`config.mk`:
```
export PLATFORM = sky130hd
export DESIGN_NAME = instr_fetch
export DESIGN_NICKNAME = d
export VERILOG_FILES = /design/src/rtl/instr_fetch.sv
export SDC_FILE = /design/constraint.sdc
export NUM_CORES = 1
export LEC_CHECK = 0
export CORE_MARGIN = 2
export CORE_UTILIZATION = 48
export DETAILED_ROUTE_END_ITERATION = 6
export GPL_ROUTABILITY_DRIVEN = 0
export PLACE_DENSITY = 0.87
export SLEW_MARGIN = 10
export SYNTH_ARGS = -nofsm -noshare
export SYNTH_HDL_FRONTEND = slang
export SYNTH_SLANG_ARGS = --single-unit
```
`constraint.sdc`:
```
create_clock -name clk -period 3.4 [get_ports clk]
set_clock_uncertainty 0.05 [all_clocks]
set_input_delay 0.51 -clock clk [delete_from_list [all_inputs] [get_ports clk]]
set_output_delay 0.51 -clock clk [all_outputs]
set_load 0.01 [all_outputs]
```
`src/rtl/instr_fetch.sv`:
```
// Instruction fetch FSM: IDLE -> FETCH (request until ack) -> VALID (present until consumed).
// Latency: 2 cycles per instruction with a zero-wait memory; word captured on the ack edge.
// Backpressure: stall holds the presented instruction and every output; the next fetch waits for consume.
//
// Ports:
//   clk, rst_n                          clock, asynchronous active-low reset
//   imem_req/imem_addr                  fetch request and word-aligned address (addr always mirrors pc)
//   imem_ack/imem_rdata                 memory response, sampled only while in FETCH
//   stall, branch_taken, branch_target  downstream consume control and branch redirect
//   instr/opcode/instr_valid            presented instruction, its opcode field and valid flag
//   pc_out/pc_plus4                     address of the presented instruction and its successor
//   misalign                            sticky: a branch target with nonzero low bits was accepted
//   retired                             wrapping count of consumed instructions
module instr_fetch #(
    parameter logic [31:0] RESET_PC = 32'h0000_0000
) (
    input  logic        clk,
    input  logic        rst_n,
    output logic        imem_req,
    output logic [31:0] imem_addr,
    input  logic        imem_ack,
    input  logic [31:0] imem_rdata,
    input  logic        stall,
    input  logic        branch_taken,
    input  logic [31:0] branch_target,
    output logic [31:0] instr,
    output logic [5:0]  opcode,
    output logic        instr_valid,
    output logic [31:0] pc_out,
    output logic [31:0] pc_plus4,
    output logic        misalign,
    output logic [31:0] retired
);

    typedef enum logic [1:0] {
        S_IDLE  = 2'd0,
        S_FETCH = 2'd1,
        S_VALID = 2'd2
    } state_t;

    state_t      state_q, state_d;
    logic [31:0] pc_q, pc_d;
    logic        imem_req_q, imem_req_d;
    logic [31:0] instr_q, instr_d;
    logic        instr_valid_q, instr_valid_d;
    logic [31:0] pc_out_q, pc_out_d;
    logic        misalign_q, misalign_d;
    logic [31:0] retired_q, retired_d;

    always_comb begin
        state_d     = state_q;
        pc_d        = pc_q;
        instr_d     = instr_q;
        pc_out_d    = pc_out_q;
        misalign_d  = misalign_q;
        retired_d   = retired_q;

        case (state_q)
            S_IDLE: begin
                state_d = S_FETCH;
            end
            S_FETCH: begin
                // stall and branch_taken refer to a presented instruction; none exists here.
                if (imem_ack) begin
                    state_d  = S_VALID;
                    instr_d  = imem_rdata;
                    pc_out_d = pc_q;
                end
            end
            S_VALID: begin
                // imem_ack is ignored here: no request is outstanding.
                if (!stall) begin
                    state_d   = S_FETCH;
                    retired_d = retired_q + 32'd1;
                    if (branch_taken) begin
                        pc_d = {branch_target[31:2], 2'b00};
                        if (branch_target[1:0] != 2'b00) begin
                            misalign_d = 1'b1;
                        end
                    end else begin
                        pc_d = pc_out_q + 32'd4;
                    end
                end
            end
            default: begin
                state_d = S_IDLE;
            end
        endcase

        // Registered decodes of the next state keep imem_req/instr_valid glitch-free.
        imem_req_d    = (state_d == S_FETCH);
        instr_valid_d = (state_d == S_VALID);
    end

    always_ff @(posedge clk or negedge rst_n) begin
        if (!rst_n) begin
            state_q       <= S_IDLE;
            pc_q          <= RESET_PC;
            imem_req_q    <= 1'b0;
            instr_q       <= 32'd0;
            instr_valid_q <= 1'b0;
            pc_out_q      <= 32'd0;
            misalign_q    <= 1'b0;
            retired_q     <= 32'd0;
        end else begin
            state_q       <= state_d;
            pc_q          <= pc_d;
            imem_req_q    <= imem_req_d;
            instr_q       <= instr_d;
            instr_valid_q <= instr_valid_d;
            pc_out_q      <= pc_out_d;
            misalign_q    <= misalign_d;
            retired_q     <= retired_d;
        end
    end

    assign imem_req    = imem_req_q;
    assign imem_addr   = pc_q;
    assign instr       = instr_q;
    assign opcode      = instr_q[31:26];
    assign instr_valid = instr_valid_q;
    assign pc_out      = pc_out_q;
    assign pc_plus4    = pc_out_q + 32'd4;
    assign misalign    = misalign_q;
    assign retired     = retired_q;

endmodule

```
# Word level (Yosys, flattened, before mapping)
# Index checks and enable logic that the tools add are counted.
[word_totals]
reg_bits = 133
latchBits = 0
mem_bits_rw = 0
rom_bits = 0
inputBits = 69
out_inout_bits = 169
elab_cells = 24
memories = 0
[op_classes]
add_sub_neg = 2
n_mul = 0
n_div = 0
order_cmp = 0
eq_ne = 4
n_shift = 0
n_mux = 4
bitwise = 1
n_reduce_logical = 5
[op_table]
columns = ["operator", "n"]
rows = [
  ["$add 32x1->32 const B", 1],
  ["$add 32x3->32 const B", 1],
  ["$mux 32", 1],
  ["$pmux 2 s3", 1],
  ["$eq 2x1->1 const B", 2],
  ["$eq 2x2->1 const B", 2],
  ["$mux 2", 2],
  ["$reduce_and 2->1", 2],
  ["$reduce_and 4->1", 1],
  ["$logic_not 2->1", 1],
  ["$reduce_bool 2->1", 1],
  ["$not 1->1", 1],
]

# Depth between registers and ports, before layout
[logic_depth]
depth_word = 3
mapped_depth = 7
depth_no_buf = 6

# Worst setup path before layout
# No wires, ideal clock.
[synth_timing]
path_type = "register to output"
startpoint = "reg pc_out_q[2], in the netlist pc_out[2]"
endpoint = "out pc_plus4[22]"
arrival_ns = 1.880
required_time_ns = 2.840
slack_ns = 0.960
stages_incl_launch_ff = 7
path_buffers = 1
cell_sequence = "dfrtp_1 > ha_1 > nand3_1 > or4_1 > clkbuf_2 > o21a_1 > or2_2"
[synth_between]
elab_chain_len = 1
[synth_lines]
columns = ["element", "line", "source"]
rows = [
  ["start: declaration", "46", "logic [31:0] pc_out_q, pc_out_d;"],
  ["start signal: assignment", "111", "pc_out_q <= pc_out_d;"],
  ["$add 32x3->32", "123", "assign pc_plus4 = pc_out_q + 32'd4;"],
  ["end: declaration", "30", "output logic [31:0] pc_plus4,"],
]
# Every way passes these cells.

# Worst setup path in the final report
[layout_timing]
startpoint = "reg pc_out_q[3], in the netlist pc_out[3]"
endpoint = "out pc_plus4[18]"
# Same word-level chain as after synthesis.

==> metrics.txt <==
final WL=17.8 mm; most common cell after layout, fill and taps aside=clkdlybuf4s50_1; post-synthesis register bit count=133; die width=117 microns; TritonCTS clock tree=built; worst hold path class=in -> async; row count=41; CTS Buf Count=17; CP startpoint kind=flop; antenna violations before repair=0; die area=13600 sq um; Core Area=12500 sq um; Post-synth EDFFs=0; Final Setup Violations=0; dpl hpwl=12.8 mm; Max Root-Sink Buffers=2; xor/xnor share of the synthesized area=7.88%; buffers added on ports=237; non-filler cells, final=950; Slowest-stage cell, CP=clkdlybuf4s50_1; Cell Area, Synth=6110 sq um; post-synthesis adder-cell area fraction=0.410%; # IOs=238; R2R Setup Slk=1.20 ns; number of global-route vias before repair=5142; hold_buf cts=0; Slew HR=43.8%; post-synthesis sequential area ratio=54.5%; Tmin final=3.32 ns; Tot GR Track Use=26.2%; FMAX=301 MHz; cell count after placement=917; Critical Path RT=2.84 ns; most frequent cells in the layout=clkdlybuf4s50_1, dfrtp_1, mux2_2, nand2_1, xnor2_1; VDD IR max=0.494 mV; grt total ovfl=0; mux share of post-synthesis cell area=13.3%; crit end category=primary output; CP top delay family=simple AND/OR/NAND/NOR gates; die extent in y=117 microns; syn_area_per_cell=11.6 sq um; H-tree lvl count=4; first-pass GRT wire length=26.8 mm; Synth Warn #=0; total design power=7.92 mW; top_reg_cell synth=dfrtp_1; number of max-cap violations=0; clk_lat worst skew=0.41 ns; Vias=5162; largest net degree at the start of global routing=89; first element of the critical path=pc_out[3]$_DFFE_PN0P_; DRC violations left=0; Worst EP arrival=2.76 ns; Netlist cell types=45; slowest cell delay on critical path=0.53 ns; # fillers=880; TritonCTS Sinks=133; CP Max Fanout=6; Mapped Nets=598; CP Buf/Inv Count=1; FF-to-FF End=imem_addr[31]$_DFFE_PN0P_; Antenna Nets Post-Route=0; outcome=finished, final reports clean; Power Dens Cells=851 nW/um^2; cell count of the worst reg-to-reg path=6; First DRT Iteration DRCs=274; critical path cell sequence=ha_2, nand3_2, or4_4, nor3b_1, or2_2, clkdlybuf4s50_1; ANT cells=0; Avg Vias per Cell=5.43; DRT Pass-1 Iters=4; FFs w/ async S/R, synth=100%; Worst R2R Start=pc_out[14]$_DFFE_PN0P_; layout cells sized above 1=16.2%; final hold vios=0; root buffer cell=clkbuf_16; Syn Inst Count=527; largest family of logic cells by synthesized area=simple AND/OR/NAND/NOR gates; nets=838; Tightest Pin Transition=0.843 ns; P&R area growth vs syn=52.3%; Lkg Pwr=4.01 nW; Slew Limit Fails=0; clock-pin slew on the worst setup and hold paths=0.05 ns; critical path class=reg -> out; Compound-Gate Fraction of Synth Area=4.46%; Starting Density=48.8%; Wirelength per Cell=18.7 microns; post-synthesis simple-gate area fraction=16.8%; fin crit share=97.7%
[cells in the mapped netlist (all sizes together), types with 2 or more instances]
cell type / instances / area, sq um
xnor2: 37 / 324
nor3b: 2 / 15.0
and3: 17 / 106
nand3: 37 / 185
o211ai: 3 / 22.5
a221o: 9 / 90.1
o31ai: 2 / 15.0
nand2: 56 / 210
or2: 4 / 25.0
nor2b: 2 / 12.5
or3: 2 / 12.5
xor2: 18 / 158
ha: 2 / 25.0
buf: 9 / 67.6
inv: 4 / 15.0
nand4: 13 / 96.3
nand2b: 5 / 31.3
nor4b: 2 / 23.8
nor4: 6 / 43.8
nor2: 16 / 60.1
and4: 10 / 88.8
mux2: 64 / 721
dfrtp: 133 / 3330
o21ai: 19 / 95.1
nor3: 7 / 35.0
or4: 2 / 18.8
clkbuf: 22 / 83.8
a21boi: 2 / 15.0
and2: 5 / 31.3
mux2i: 9 / 90.1
[worst reg2reg max path, cell delays in order (launching register included)]
cell and delay, ns:
dfrtp_1 0.43, nand4_1 0.28, buf_4 0.24, nor4b_2 0.39, nand3_1 0.20, xnor2_1 0.18
a221o_1 0.32
[worst max-delay path by stage]
stage                        end  slack (ns)  depth (start not counted)
finish              pc_plus4[18]        0.08                          6
CTS                 pc_plus4[22]        0.04                          6
floorplan           pc_plus4[22]        0.96                          6
detailed placement  pc_plus4[24]        0.30                          6
global placement    pc_plus4[24]        0.39                          6
global route        pc_plus4[30]       -0.05                          6
[layer usage]
| layer | global-route usage, % | up-vias | routed length (microns) |
|---|---|---|---|
| li1 | - | 2342 | - |
| met2 | 44.9 | 218 | 9110 |
| met3 | 8.39 | 43 | 1400 |
| met1 | 30.4 | 2559 | 6670 |
| met5 | 0 | - | 0 |
| met4 | 10.9 | 0 | 626 |
[state kept, by name, summed over array words and instances (netlist names)]
| name | count |
|---|---|
| imem_addr | 32 |
| instr | 32 |
| misalign | 1 |
| retired | 32 |
| instr_valid | 1 |
| imem_req | 1 |
| pc_out | 32 |
| state_q | 2 |
[metrics by stage]
step | util [%] | setup TNS (ns) | worst slack (ns) | hold slack (ns) | cell area, sq um
finish | 74.3 | 0 | 0.0796 | 0.0877 | 9310
global route | 74.3 | -0.0884 | -0.0478 | 0.168 | 9310
CTS | 73.9 | 0 | 0.0386 | 0.145 | 9250
detailed placement | 69.2 | 0 | 0.299 | 0.419 | 8670
global placement | 69.2 | 0 | 0.393 | 0.411 | 8670
floorplan | - | 0 | 0.960 | 0.164 | 6110
[layout make-up]
class / instances / area [sq um] / share of cell area, %
timing repair buffer: 252 / 2510 / 27.0
multi-input combinational: 359 / 2660 / 28.6
inverter: 4 / 15.0 / 0.161
clock inverter: 4 / 70.1 / 0.753
sequential: 133 / 3330 / 35.8
tap: 172 / 215 / 2.31
clock buffer: 26 / 499 / 5.37
[power by group]
part	internal [mW]	switching (mW)	total, mW
clock network	1.15	0.622	1.77
logic	2.02	1.36	3.37
registers	2.17	0.610	2.78
total	5.33	2.59	7.92
[cells by family after synthesis]
family	after synthesis
and+or+nand+nor	189
DFF	133
muxes	73
xor gates and xnor gates	55
AOI/OAI and AO/OA	40
buffers and inverters	35
adders and majority gates	2
[what timing repair did]
item | 4_1_cts | 5_1_grt
endpoints found under the setup margin | 6 | 14
pin swaps | 0 | 1
setup buffers | 0 | 3
gates resized for setup | 3 | 7
Note: power is estimated with default switching activity, not from simulation.
